===== config.mk =====
export PLATFORM = sky130hd
export DESIGN_NAME = dcache_refill_flat
export DESIGN_NICKNAME = d
export VERILOG_FILES = /design/src/rtl/dcache_refill_if.sv /design/src/rtl/dcache_refill.sv /design/src/flat_wrapper.sv
export SDC_FILE = /design/constraint.sdc
export NUM_CORES = 1
export LEC_CHECK = 0
export ABC_CLOCK_PERIOD_IN_PS = 1600
export CORE_ASPECT_RATIO = 2
export CORE_UTILIZATION = 35
export CTS_BUF_LIST = sky130_fd_sc_hd__clkbuf_8
export DETAILED_ROUTE_END_ITERATION = 6
export GPL_TIMING_DRIVEN = 0
export MAX_ROUTING_LAYER = met4
export PLACE_DENSITY = 0.79
export SYNTH_ARGS = -nofsm -noshare
export SYNTH_HDL_FRONTEND = slang
export SYNTH_SLANG_ARGS = --single-unit
export TNS_END_PERCENT = 20

===== constraint.sdc =====
create_clock -name clk_core -period 1.6 [get_ports clk_core]
set_clock_uncertainty 0.1 [all_clocks]
set_input_delay 0.32 -clock clk_core [delete_from_list [all_inputs] [get_ports clk_core]]
set_output_delay 0.32 -clock clk_core [all_outputs]
set_load 0.01 [all_outputs]

===== src/rtl/dcache_refill_if.sv =====
// Handshake bundle between mem1, the refill FSM, the cam array and the single-word memory bus.
// master = refill FSM side, slave = surrounding logic (mem1 / cam / bus).
interface dcache_refill_if;
    logic        miss_req;
    logic [28:4] miss_paddr;
    logic [28:12] miss_lru_tag;
    logic [1:0]  miss_lru_flags;
    logic [31:0] cam_read_data;
    logic        bus_ack;
    logic [31:0] bus_rdata;

    logic        busy;
    logic        done;
    logic        cam_read_req;
    logic [11:2] cam_read_index;
    logic [28:12] cam_read_tag;
    logic        cam_write_req;
    logic        cam_write_lru_way;
    logic [1:0]  cam_write_offset;
    logic [31:0] cam_write_data;
    logic [3:0]  cam_write_mask;
    logic [28:12] cam_write_tag;
    logic [1:0]  cam_write_flags;
    logic        cam_lru_update;
    logic        bus_req;
    logic        bus_we;
    logic [28:2] bus_addr;
    logic [31:0] bus_wdata;

    modport master (
        input  miss_req, miss_paddr, miss_lru_tag, miss_lru_flags, cam_read_data, bus_ack,
               bus_rdata,
        output busy, done, cam_read_req, cam_read_index, cam_read_tag, cam_write_req,
               cam_write_lru_way, cam_write_offset, cam_write_data, cam_write_mask,
               cam_write_tag, cam_write_flags, cam_lru_update, bus_req, bus_we, bus_addr,
               bus_wdata
    );

    modport slave (
        output miss_req, miss_paddr, miss_lru_tag, miss_lru_flags, cam_read_data, bus_ack,
               bus_rdata,
        input  busy, done, cam_read_req, cam_read_index, cam_read_tag, cam_write_req,
               cam_write_lru_way, cam_write_offset, cam_write_data, cam_write_mask,
               cam_write_tag, cam_write_flags, cam_lru_update, bus_req, bus_we, bus_addr,
               bus_wdata
    );
endinterface


===== src/rtl/dcache_refill.sv =====
// Data-cache miss handler: writes back a dirty LRU victim, then fetches the missed 4-word line
// one word at a time and installs it into the LRU way.
module dcache_refill #(
    parameter string NAME = "dcache"
) (
    input logic             clk_core,
    input logic             reset_n,
    dcache_refill_if.master refill_io
);

    typedef enum logic [2:0] {
        StIdle,
        StWbRead,
        StWbCap,
        StWbBus,
        StFillBus,
        StFillWrite,
        StDone
    } state_e;

    state_e       state_q, state_d;
    logic [1:0]   cnt_q, cnt_d;
    logic [28:4]  paddr_q, paddr_d;
    logic [28:12] victim_q, victim_d;
    logic [1:0]   flags_q, flags_d;
    logic [31:0]  data_q, data_d;

    always_ff @(posedge clk_core or negedge reset_n) begin
        if (!reset_n) begin
            state_q  <= StIdle;
            cnt_q    <= 2'd0;
            paddr_q  <= '0;
            victim_q <= '0;
            flags_q  <= 2'b00;
            data_q   <= '0;
        end else begin
            state_q  <= state_d;
            cnt_q    <= cnt_d;
            paddr_q  <= paddr_d;
            victim_q <= victim_d;
            flags_q  <= flags_d;
            data_q   <= data_d;
        end
    end

    // One data register serves both directions: victim word on writeback, fetched word on fill.
    assign refill_io.bus_wdata      = data_q;
    assign refill_io.cam_write_data = data_q;
    assign refill_io.cam_read_tag   = victim_q;
    assign refill_io.cam_write_tag  = paddr_q[28:12];

    always_comb begin
        state_d  = state_q;
        cnt_d    = cnt_q;
        paddr_d  = paddr_q;
        victim_d = victim_q;
        flags_d  = flags_q;
        data_d   = data_q;

        refill_io.busy              = (state_q != StIdle);
        refill_io.done              = 1'b0;
        refill_io.cam_read_req      = 1'b0;
        refill_io.cam_read_index    = '0;
        refill_io.cam_write_req     = 1'b0;
        refill_io.cam_write_lru_way = 1'b0;
        refill_io.cam_write_offset  = 2'd0;
        refill_io.cam_write_mask    = 4'h0;
        refill_io.cam_write_flags   = 2'b00;
        refill_io.cam_lru_update    = 1'b0;
        refill_io.bus_req           = 1'b0;
        refill_io.bus_we            = 1'b0;
        refill_io.bus_addr          = '0;

        unique case (state_q)
            StIdle: begin
                if (refill_io.miss_req) begin
                    paddr_d  = refill_io.miss_paddr;
                    victim_d = refill_io.miss_lru_tag;
                    flags_d  = refill_io.miss_lru_flags;
                    cnt_d    = 2'd0;
                    state_d  = (refill_io.miss_lru_flags == 2'b11) ? StWbRead : StFillBus;
                end
            end
            StWbRead: begin
                refill_io.cam_read_req   = 1'b1;
                refill_io.cam_read_index = {paddr_q[11:4], cnt_q};
                state_d                  = StWbCap;
            end
            StWbCap: begin
                data_d  = refill_io.cam_read_data;
                state_d = StWbBus;
            end
            StWbBus: begin
                refill_io.bus_req  = 1'b1;
                refill_io.bus_we   = 1'b1;
                refill_io.bus_addr = {victim_q, paddr_q[11:4], cnt_q};
                if (refill_io.bus_ack) begin
                    cnt_d   = cnt_q + 2'd1;
                    state_d = (cnt_q == 2'd3) ? StFillBus : StWbRead;
                end
            end
            StFillBus: begin
                refill_io.bus_req  = 1'b1;
                refill_io.bus_addr = {paddr_q, cnt_q};
                if (refill_io.bus_ack) begin
                    data_d  = refill_io.bus_rdata;
                    state_d = StFillWrite;
                end
            end
            StFillWrite: begin
                refill_io.cam_write_req     = 1'b1;
                refill_io.cam_write_lru_way = 1'b1;
                refill_io.cam_write_offset  = cnt_q;
                refill_io.cam_write_mask    = 4'hF;
                // Valid only rides on the last word so a partial line never looks valid.
                refill_io.cam_write_flags   = {1'b0, cnt_q == 2'd3};
                if (cnt_q == 2'd3) begin
                    state_d = StDone;
                end else begin
                    cnt_d   = cnt_q + 2'd1;
                    state_d = StFillBus;
                end
            end
            StDone: begin
                refill_io.done           = 1'b1;
                refill_io.cam_lru_update = 1'b1;
                state_d                  = StIdle;
            end
            default: state_d = StIdle;
        endcase
    end

    bus_hold_a: assert property (@(posedge clk_core) disable iff (!reset_n)
        refill_io.bus_req && !refill_io.bus_ack |=>
            refill_io.bus_req && $stable(refill_io.bus_addr) && $stable(refill_io.bus_we) &&
            $stable(refill_io.bus_wdata))
        else $error("%s: bus request changed before ack", NAME);

    wb_dirty_a: assert property (@(posedge clk_core) disable iff (!reset_n)
        state_q inside {StWbRead, StWbCap, StWbBus} |-> flags_q == 2'b11)
        else $error("%s: writeback of a non-dirty victim", NAME);

endmodule


===== src/flat_wrapper.sv =====
// flat-port wrapper written by rule: the top's interface ports become plain ports
module dcache_refill_flat 
#(
    parameter string NAME = "      "
)
  (clk_core, reset_n, refill_io_miss_req, refill_io_miss_paddr, refill_io_miss_lru_tag, refill_io_miss_lru_flags, refill_io_cam_read_data, refill_io_bus_ack, refill_io_bus_rdata, refill_io_busy, refill_io_done, refill_io_cam_read_req, refill_io_cam_read_index, refill_io_cam_read_tag, refill_io_cam_write_req, refill_io_cam_write_lru_way, refill_io_cam_write_offset, refill_io_cam_write_data, refill_io_cam_write_mask, refill_io_cam_write_tag, refill_io_cam_write_flags, refill_io_cam_lru_update, refill_io_bus_req, refill_io_bus_we, refill_io_bus_addr, refill_io_bus_wdata);
  dcache_refill_if refill_io_i ();
  input logic clk_core;
  input logic reset_n;
  input wire logic [$bits(refill_io_i.miss_req)-1:0] refill_io_miss_req;
  input wire logic [$bits(refill_io_i.miss_paddr)-1:0] refill_io_miss_paddr;
  input wire logic [$bits(refill_io_i.miss_lru_tag)-1:0] refill_io_miss_lru_tag;
  input wire logic [$bits(refill_io_i.miss_lru_flags)-1:0] refill_io_miss_lru_flags;
  input wire logic [$bits(refill_io_i.cam_read_data)-1:0] refill_io_cam_read_data;
  input wire logic [$bits(refill_io_i.bus_ack)-1:0] refill_io_bus_ack;
  input wire logic [$bits(refill_io_i.bus_rdata)-1:0] refill_io_bus_rdata;
  output wire logic [$bits(refill_io_i.busy)-1:0] refill_io_busy;
  output wire logic [$bits(refill_io_i.done)-1:0] refill_io_done;
  output wire logic [$bits(refill_io_i.cam_read_req)-1:0] refill_io_cam_read_req;
  output wire logic [$bits(refill_io_i.cam_read_index)-1:0] refill_io_cam_read_index;
  output wire logic [$bits(refill_io_i.cam_read_tag)-1:0] refill_io_cam_read_tag;
  output wire logic [$bits(refill_io_i.cam_write_req)-1:0] refill_io_cam_write_req;
  output wire logic [$bits(refill_io_i.cam_write_lru_way)-1:0] refill_io_cam_write_lru_way;
  output wire logic [$bits(refill_io_i.cam_write_offset)-1:0] refill_io_cam_write_offset;
  output wire logic [$bits(refill_io_i.cam_write_data)-1:0] refill_io_cam_write_data;
  output wire logic [$bits(refill_io_i.cam_write_mask)-1:0] refill_io_cam_write_mask;
  output wire logic [$bits(refill_io_i.cam_write_tag)-1:0] refill_io_cam_write_tag;
  output wire logic [$bits(refill_io_i.cam_write_flags)-1:0] refill_io_cam_write_flags;
  output wire logic [$bits(refill_io_i.cam_lru_update)-1:0] refill_io_cam_lru_update;
  output wire logic [$bits(refill_io_i.bus_req)-1:0] refill_io_bus_req;
  output wire logic [$bits(refill_io_i.bus_we)-1:0] refill_io_bus_we;
  output wire logic [$bits(refill_io_i.bus_addr)-1:0] refill_io_bus_addr;
  output wire logic [$bits(refill_io_i.bus_wdata)-1:0] refill_io_bus_wdata;
  assign refill_io_i.miss_req = refill_io_miss_req;
  assign refill_io_i.miss_paddr = refill_io_miss_paddr;
  assign refill_io_i.miss_lru_tag = refill_io_miss_lru_tag;
  assign refill_io_i.miss_lru_flags = refill_io_miss_lru_flags;
  assign refill_io_i.cam_read_data = refill_io_cam_read_data;
  assign refill_io_i.bus_ack = refill_io_bus_ack;
  assign refill_io_i.bus_rdata = refill_io_bus_rdata;
  assign refill_io_busy = refill_io_i.busy;
  assign refill_io_done = refill_io_i.done;
  assign refill_io_cam_read_req = refill_io_i.cam_read_req;
  assign refill_io_cam_read_index = refill_io_i.cam_read_index;
  assign refill_io_cam_read_tag = refill_io_i.cam_read_tag;
  assign refill_io_cam_write_req = refill_io_i.cam_write_req;
  assign refill_io_cam_write_lru_way = refill_io_i.cam_write_lru_way;
  assign refill_io_cam_write_offset = refill_io_i.cam_write_offset;
  assign refill_io_cam_write_data = refill_io_i.cam_write_data;
  assign refill_io_cam_write_mask = refill_io_i.cam_write_mask;
  assign refill_io_cam_write_tag = refill_io_i.cam_write_tag;
  assign refill_io_cam_write_flags = refill_io_i.cam_write_flags;
  assign refill_io_cam_lru_update = refill_io_i.cam_lru_update;
  assign refill_io_bus_req = refill_io_i.bus_req;
  assign refill_io_bus_we = refill_io_i.bus_we;
  assign refill_io_bus_addr = refill_io_i.bus_addr;
  assign refill_io_bus_wdata = refill_io_i.bus_wdata;
  dcache_refill #(.NAME(NAME)) u_core (.clk_core(clk_core), .reset_n(reset_n), .refill_io(refill_io_i));
endmodule

==> results of run 1 <==
[layout make-up]
class	instances	area share [%]
repair buffers	298	35.3
multi-input cells	181	25.4
flip-flops and latches	79	25.2
plain buffers	75	8.76
well taps	147	2.35
clock buffers	10	1.76
clock inverters	6	1.09
inverters	1	0.0957
[path summary, 6_finish.rpt]
check / startpoint / endpoint / depth (start not counted) / slack, ps
worst min-delay path: reset_n / u_core.paddr_q[6] / 2 / 320
worst max register to register: u_core.state_q[1] / u_core.refill_io.bus_wdata[15] / 6 / -400
min in group clk_core: u_core.refill_io.cam_read_tag[24] / u_core.refill_io.cam_read_tag[24] / 1 / 420
max in group asynchronous: reset_n / u_core.refill_io.bus_wdata[20] / 3 / 480
worst max-delay path: u_core.state_q[0] / refill_io_bus_addr[0] / 6 / -600
worst min register to register: u_core.refill_io.cam_read_tag[24] / u_core.refill_io.cam_read_tag[24] / 1 / 420
[through the flow]
| stage | util, % | setup WS [ps] |
|---|---|---|
| 2_1_floorplan | - | -126 |
| 3_3_place_gp | 59.5 | -2720 |
| 3_5_place_dp | 59.7 | -925 |
| 4_1_cts | 62.0 | -691 |
| 5_1_grt | 65.1 | -651 |
| 6_report | 65.1 | -599 |
[per-layer routing]
layer / wire length, µm / up-vias / GRT usage [%] / share of wire [%]
li1: - / 1742 / - / -
met5: 0 / - / - / 0
met1: 4600 / 1837 / 20.2 / 33
met3: 883 / 15 / 4.76 / 6.3
met4: 242 / 0 / 7.95 / 1.7
met2: 8200 / 171 / 41.8 / 59
[repair_timing]
action	4_1_cts	5_1_grt
hold buffers	1	0
gates resized for setup	375	71
endpoints found under the hold margin	23	0
gates cloned	3	3
pin swaps	10	13
buffers inserted	18	11
setup endpoints to repair	226	129
[cell usage in the layout, fill, tap and decap left out, types with 12 or more instances in the layout]
master	n
buf_2	23
and2_4	17
clkdlybuf4s50_1	110
dfrtp_1	77
clkbuf_8	12
buf_6	53
a22o_1	17
buf_4	122
mux2_2	60
mux2_4	38
dlygate4sd2_1	49
[power by group]
group | switching, mW | internal (mW)
registers | 0.852 | 3.05
clock network | 0.745 | 0.916
logic | 3.91 | 6.49
total | 5.51 | 10.5
[critical path, stage by stage, from the launching register on]
cell     delay (ps)
dfrtp_1         380
buf_6           130
and3b_2         260
or2_4           270
buf_6           140
and2_4          150
buf_6           110
[cells by family after synthesis]
family,count (synthesis),share of synthesized area [%]
AO/OA/AOI/OAI,27,5.14
XOR/XNOR,1,0.203
flip-flops,79,45.9
buffers and inverters,79,13.1
AND/OR/NAND/NOR,43,7.08
multiplexers,108,28.2
other,1,0.0870
adder cells (fa/ha/maj),1,0.290
[flip-flops by register name, indices dropped and copies added, names as in the netlist]
register                       cells
u_core.refill_io.bus_wdata        32
u_core.paddr_q                    25
u_core.cnt_q                       2
u_core.refill_io.cam_read_tag     17
u_core.state_q                     3
==> reports/qor.yml, run 1 <==
placement:
  placed_cell_area_um2: 7200
  dp_cells: 748
  io_buffers: 261
  dp_hpwl_um: 10100
  place.gp.congestion: 0.798
routing:
  vias: 3765
  final_antenna_net_count: 0
  viasPerCell: 4.72
  drc: 0
  wl_um: 13900
  firstDrtPassIters: 6
  wl_per_cell_um: 17.5
  drtIter0Drc: 91
final_layout:
  multi_input_area_um2: 1990
  drive_above_1_share_pct: 54.6
  fin_cells: 797
  syn_to_final_growth_pct: 81.9
  num_antenna_cells: 0
  nNetsFinal: 758
  design_area_um2: 7840
  fillers: 967
  register_area_um2: 1980
sta:
  setup_viol: 128
  fmax_mhz: 455
  finalHoldViolations: 0
  period_minus_slack_ps: 2200
  rsz0062_at_grt: "true"
  drv_slew: 0
  tns_ps: -49930
  fin_ws_ps: -599
  finalCritPeriodShare_pct: 137
  hold_slack_ps: 316
run_status:
  status: "finished with violations"
  violations: "negative setup slack"
setup_path:
  cp-end-kind: "output pin"
  worstSetupPathType: "flop to output pin"
  start_kind: "flop"
  worstPathRequired_ps: 1180
  cp_max_fo: 5
  crit_arrival_ps: 1780
cts:
  clk_pin_slew_ps: 80
  cts_tree: "yes"
  cts_buffers: 9
  htree_levels: 3
  clockBufferDepth: 2
  worstSkewPairLatency_ps: 340
  cts-root-buf: "clkbuf_8"
  cts_sinks: 79
grt:
  grt_first_pass_wirelength_um: 20500
  grt_max_degree: 57
  grt_antenna_before_repair: 0
  grt_pass1_vias: 3953
  global_route.overflow_total: 0
  groute.usage.overall_pct: 21.9
die:
  die_y_um: 159
  core_um2: 12100
  initial_core_util_pct: 35.8
  rows: 57
  io_pins: 263
  die-width_um: 80.5
  dieArea_um2: 12800
synth:
  synth-seq-cells: 79
  yosysTopAreaCell: "dfrtp_1"
  synth_cell_types: 36
  netlist_instances: 339
  yosysMostFrequentCell: "dfrtp_1"
  syn_nets: 452
  yosys-top-cells-count: "dfrtp_1, mux2_2, buf_4"
  synth-async-reset-ratio_pct: 100
  ys_warn_count: 0
  syn_area_per_cell_um2: 12.7
  synth_edf_count: 0
  synth.area.top_cells: "dfrtp_1, mux2_2, mux2_1"
  synth_top_flop_cell: "dfrtp_1"
  yosysTopAreaCellShare_pct: 45.9
  synth_area_um2: 4310
  ys_seq_area_share_pct: 45.9
pwr:
  p_per_area_nw_per_um2: 2040
  power_leakage_nw: 3.73
  irDropWorstVdd_v: 0.00109
  total_power_mw: 16.0
job:
  maxCapViolCount: 0
hold_path:
  hold_path.class: "input port to async pin"
No activity file was read; power rests on OpenSTA's default activity.
==> inputs of run 2 (changes only) <==
SETUP_SLACK_MARGIN = 0.3   (was not set)
==> run 2 against run 1 <==
  * The flow still finishes with violations (negative setup slack)
  * Sequential cell count stayed put
  * Final area grew 5.4%
  * Clock power about the same
  * Largest cell class unchanged
  * Largest power group unchanged
==> reports/qor.yml, run 2 (synthesis gave the netlist of run 1 again) <==
die:
  initial_core_util_pct: 35.8  # unchanged
  dieArea_um2: 12800  # unchanged
  die-width_um: 80.5  # unchanged
  core_um2: 12100  # unchanged
  io_pins: 263  # unchanged
  die_y_um: 159  # unchanged
  rows: 57  # unchanged
hold_path:
  hold_path.class: "input port to async pin"
setup_path:
  r2r_slack_ps: -440  # -40 ps
  cpPeakStageDelay_ps: 410  # +30 ps
  worst_path_most_repeated_cell: "buf_6"
  start_kind: "flop"
  cp_max_fo: 5  # unchanged
  slowest_stage: "dfrtp_1"
  worstSetupPathType: "flop to output pin"
  crit_arrival_ps: 1860  # +80 ps
  r2r-start: "u_core.state_q[1]"
  cp_top_family: "simple AND/OR/NAND/NOR gates"
  cp_num_buf_inv: 4  # +1
  cp_cell_sequence: "buf_6 -> and3b_1 -> buf_6 -> or2_4 -> buf_6 -> and2_4 -> buf_6"
  ff2ff_path_depth: 8  # +2
  cp-end-kind: "output pin"
  worstPathRequired_ps: 1180  # about the same
  regToRegEndpoint: "u_core.refill_io.bus_wdata[18]"
sta:
  finalCritPeriodShare_pct: 142  # +4.9 points
  drv_slew: 0  # unchanged
  rsz0062_at_grt: "true"
  fin_ws_ps: -678  # -79.1 ps
  hold_slack_ps: 352  # +36.0 ps
  fmax_mhz: 439  # -3.5%
  setup_viol: 129  # +0.78%
  period_minus_slack_ps: 2280  # +79.1 ps
  finalHoldViolations: 0  # unchanged
run_status:
  status: "finished with violations"
  violations: "negative setup slack"
cts:
  cts_sinks: 79  # unchanged
  worstSkewPairLatency_ps: 360  # +20 ps
  clk_pin_slew_ps: 80  # about the same
  cts-root-buf: "clkbuf_8"
  cts_buffers: 9  # unchanged
  clockBufferDepth: 2  # unchanged
  cts_tree: "yes"
  htree_levels: 3  # unchanged
final_layout:
  syn_to_final_growth_pct: 91.7
  most-common-layout-cells: "buf_6, clkdlybuf4s50_1, dfrtp_1"
  design_area_um2: 8260  # +5.4%
  num_antenna_cells: 0  # unchanged
  fin_cells: 811  # +1.8%
  largest_reg_flops: 32  # unchanged
  utilization_pct: 68.6  # +3.5 points
  drive_above_1_share_pct: 63.0  # +8.3 points
  final_common_cell: "buf_6"
  nNetsFinal: 772  # +1.8%
routing:
  wl_per_cell_um: 18.1  # +3.8%
  vias: 3870  # +2.8%
  firstDrtPassIters: 4  # -2
  wl_um: 14700  # +5.7%
  viasPerCell: 4.77  # +1.0%
  drtIter0Drc: 113  # +24%
  drc: 0  # unchanged
  final_antenna_net_count: 0  # unchanged
placement:
  dp_cells: 748  # unchanged
  io_buffers: 261  # unchanged
  place.gp.congestion: 0.784  # -1.7%
  dp_hpwl_um: 10100  # about the same
  placed_cell_area_um2: 7200  # unchanged
grt:
  grt_antenna_before_repair: 0  # unchanged
  groute.usage.overall_pct: 22.3  # +0.42 points
  gr-max-usage-layer: "met2"
  grt_pass1_vias: 4145  # +4.9%
  grt_use_met1_pct: 21.0  # +0.81 points
  use_met3_pct: 4.01  # -0.74 points
  grt_first_pass_wirelength_um: 21100  # +2.8%
  grt_max_degree: 47  # -18%
  global_route.overflow_total: 0  # unchanged
  met2_usage_pct: 42.7  # +0.89 points
pwr:
  p_per_area_nw_per_um2: 2130  # +4.6%
  p_int_mw: 11.6  # +11%
  seqPwrFrac_pct: 22.9  # -1.5 points
  power_leakage_nw: 3.91  # +4.7%
  pwr-share-clk_pct: 9.2  # -1.2 points
  total_power_mw: 17.6  # +10%
  switching_share_pct: 34.1  # -0.44 points
  pwr-share-comb_pct: 67.9  # +2.7 points
  power.switching_mw: 5.99  # +8.9%
  irDropWorstVdd_v: 0.00131  # +20%
job:
  maxCapViolCount: 0  # unchanged
==> run 2: changes by cell type in the layout (fill, tap and decap cells not counted), moves of 2 or more <==
cell and change:
dfrtp_1 +2, buf_2 +37, mux2_2 +2, dfrtp_2 -2, clkbuf_16 +3, buf_6 +111, mux2_1 -2, dlygate4sd2_1 -49
buf_12 +2, buf_4 -90
==> run 2: how the worst max path moves through the flow <==
stage                                      to  cells after the start              start  slack, ps
3_3_place_gp   u_core.refill_io.bus_wdata[11]                      1            reset_n      -2700
5_1_grt                 refill_io_bus_addr[0]                      7  u_core.state_q[1]       -750
2_1_floorplan           refill_io_bus_addr[0]                      6  u_core.state_q[0]       -130
4_1_cts                 refill_io_bus_addr[0]                      7  u_core.state_q[0]       -670
6_report                refill_io_bus_addr[0]                      7  u_core.state_q[1]       -680
3_5_place_dp           refill_io_bus_addr[19]                      6  u_core.state_q[1]       -930
==> run 2: through the flow <==
step | setup TNS [ps] | setup slack [ps]
3_5_place_dp | -81760 | -933
6_report | -50830 | -678
4_1_cts | -59930 | -667
2_1_floorplan | -11440 | -126
3_3_place_gp | -291400 | -2700
5_1_grt | -59990 | -750
==> run 2: cell type report <==
cell class,count,area (µm²)
buffer,78,926
clock inverter,7,90.1
timing repair buffer,309,2960
inverter,1,7.51
fill,883,3790
multi-input combinational,181,2000
clock buffer,9,124
tap,147,184
sequential,79,1980
==> run 2: power groups by stage <==
stage | Combinational (mW) | Clock, mW | Sequential [mW]
after floorplan | 4.86 | 0 | 3.98
after global placement | 9.63 | 0 | 3.81
after detailed placement | 9.80 | 0 | 3.90
after CTS | 10.6 | 1.67 | 3.90
after global routing | 12.6 | 1.77 | 4.18
final | 11.9 | 1.63 | 4.03
==> run 2: repair_timing <==
item / CTS / global route
pin swaps: 14 / 5
endpoints found under the setup margin: 229 / 229
hold buffers: 1 / 0
cloned: 4 / 5
gates resized for setup: 594 / 111
setup buffers: 29 / 8
endpoints found under the hold margin: 33 / 0
==> run 2: routing by layer <==
metal	up-vias	part of all wire [%]	routed length, µm
met2	173	58	8600
li1	1774	-	-
met4	0	3.1	450
met1	1895	33	4860
met5	-	0	0
met3	28	5.5	808
==> inputs of run 3 (changes only) <==
ABC_CLOCK_PERIOD_IN_PS = 1960   (was 1600)
clock period = 1.96 ns   (was 1.6 ns; I/O delays follow)
==> run 3 against run 2 <==
  * The flow still finishes with violations (negative setup slack)
  * Clock power down 27%
  * Combinational power down 22%
  * Largest cell class unchanged
  * Critical endpoint unchanged
  * Highest routed layer unchanged
  * Sequential share of layout area increased by 1.0 points
  * Sequential cell count unchanged
==> reports/qor.yml, run 3 (synthesis gave the netlist of run 1 again) <==
run_status:
  status: "finished with violations"
  violations: "negative setup slack"
sta:
  finalHoldViolations: 0  # unchanged
  max_slew_margin_pct: 57.4
  finalCritPeriodShare_pct: 119
  drv_slew: 0  # unchanged
  worst_pin_slew_ps: 636
  setup_viol: 124  # -3.9%
  fmax_mhz: 430
  fin_ws_ps: -363  # +315 ps
  rsz0062_at_grt: "true"
  period_minus_slack_ps: 2320
setup_path:
  cp-end-kind: "output pin"
  r2r-start: "u_core.state_q[1]"
  ff2ff_path_depth: 6  # -2
  worstPathRequired_ps: 1470  # +290 ps
  regToRegEndpoint: "u_core.refill_io.cam_read_tag[14]"
  worstSetupPathType: "flop to output pin"
  crit_arrival_ps: 1830  # -30 ps
  cp-startpoint: "u_core.state_q[0]"
  cp_max_fo: 6  # +1
  endpoint: "refill_io_bus_addr[0]"
  start_kind: "flop"
  r2r_slack_ps: -180  # +260 ps
die:
  core_um2: 12100  # unchanged
  rows: 57  # unchanged
  dieArea_um2: 12800  # unchanged
  die_y_um: 159  # unchanged
  initial_core_util_pct: 35.8  # unchanged
  die-width_um: 80.5  # unchanged
  io_pins: 263  # unchanged
routing:
  drtIter0Drc: 110  # -2.7%
  drc: 0  # unchanged
  wl_um: 15100  # +2.8%
  wl_per_cell_um: 19.0  # +5.0%
  firstDrtPassIters: 4  # unchanged
  vias: 3822  # -1.2%
  viasPerCell: 4.81  # +0.87%
  final_antenna_net_count: 0  # unchanged
job:
  maxCapViolCount: 0  # unchanged
pwr:
  power_leakage_nw: 3.88  # -0.78%
  p_per_area_nw_per_um2: 1730  # -19%
  irDropWorstVdd_v: 0.000915  # -30%
  total_power_mw: 13.7  # -22%
cts:
  cts_buffers: 9  # unchanged
  clockBufferDepth: 2  # unchanged
  cts_tree: "yes"
  htree_levels: 3  # unchanged
  clk_pin_slew_ps: 90  # about the same
  cts_sinks: 79  # unchanged
  worstSkewPairLatency_ps: 360  # about the same
  cts-root-buf: "clkbuf_8"
placement:
  dp_worst_setup_slack_ps: -866  # +66.5 ps
  placed_cell_area_um2: 7200  # about the same
  dp_hpwl_um: 10900  # +8.0%
  place.gp.congestion: 0.851  # +8.6%
  io_buffers: 261  # unchanged
final_layout:
  design_area_um2: 7920  # -4.2%
  final_common_cell: "buf_4"
  most-common-layout-cells: "buf_4, clkdlybuf4s50_1, mux2_4"
  utilization_pct: 65.7  # -2.9 points
  largest_reg_flops: 32  # unchanged
  drive_above_1_share_pct: 53.3  # -9.6 points
  syn_to_final_growth_pct: 83.7
  num_antenna_cells: 0  # unchanged
  nNetsFinal: 756  # -2.1%
grt:
  grt_max_degree: 61  # +30%
  grt_antenna_before_repair: 0  # unchanged
  grt_first_pass_wirelength_um: 21900  # +4.1%
  grt_pass1_vias: 4132  # -0.31%
  global_route.overflow_total: 0  # unchanged
  groute.usage.overall_pct: 23.6  # +1.3 points
hold_path:
  hold_path.class: "input port to async pin"
==> run 3: cell types whose count changed in the layout (fill, tap and decap cells not counted), sizes merged <==
cell	previous run	this run
inv	2	0
bufinv	2	1
clkdlybuf4s15	2	1
clkinvlp	1	4
clkinv	3	2
dlygate4sd2	0	49
clkbuf	18	13
buf	265	206
==> run 3: worst min path at each step <==
stage	endpoint	start	depth (start not counted)	slack, ps
2_1_floorplan	u_core.cnt_q[0]	reset_n	0	-4
4_1_cts	u_core.paddr_q[5]	reset_n	2	350
6_report	u_core.paddr_q[5]	reset_n	2	350
5_1_grt	u_core.paddr_q[5]	reset_n	2	370
3_3_place_gp	u_core.paddr_q[9]	u_core.paddr_q[9]	1	380
3_5_place_dp	u_core.paddr_q[5]	reset_n	1	200
==> run 3: power breakdown <==
part	leakage, nW	internal, mW	switching, mW
clock network	0.0871	0.576	0.612
logic	2.86	5.78	3.49
registers	0.934	2.48	0.730
total	3.88	8.84	4.83
==> run 3: cell type report <==
type / count / area, µm²
fill: 975 / 4140
inverter: 1 / 7.51
multi-input combinational: 181 / 2160
buffer: 78 / 714
tap: 147 / 184
clock buffer: 9 / 124
clock inverter: 6 / 62.6
sequential: 79 / 1980
timing repair buffer: 293 / 2690
==> run 3: through the flow <==
stage | hold WS (ps) | setup TNS (ps) | std cells
floorplan | -3.59 | 0 | 339
global placement | 381 | -238030 | 747
detailed placement | 199 | -50250 | 748
CTS | 349 | -23950 | 787
global route | 373 | -30420 | 794
finish | 354 | -20360 | 794
==> run 3: worst max-delay path, cell delays in order (launching register included) <==
cell and delay [ps]:
dfrtp_1 380, buf_6 140, and3b_1 180, buf_6 130
or2_4 240, buf_6 130, and2_4 150, buf_6 110
==> run 3: repair_timing <==
action / in CTS / in global routing
resized for setup: 387 / 90
hold endpoints to repair: 19 / 0
endpoints found under the setup margin: 226 / 128
cloned: 1 / 1
hold buffers: 1 / 0
pin swaps: 15 / 7
setup buffers: 22 / 6
==> run 3: metal layers <==
| layer | part of all wire (%) | vias to the layer above | GRT usage (%) | wire length [µm] |
|---|---|---|---|---|
| li1 | - | 1737 | - | - |
| met1 | 37 | 1888 | 23.7 | 5550 |
| met2 | 56 | 160 | 42.4 | 8420 |
| met3 | 4.1 | 37 | 4.07 | 627 |
| met4 | 3.5 | 0 | 11.8 | 528 |
| met5 | 0 | - | - | 0 |
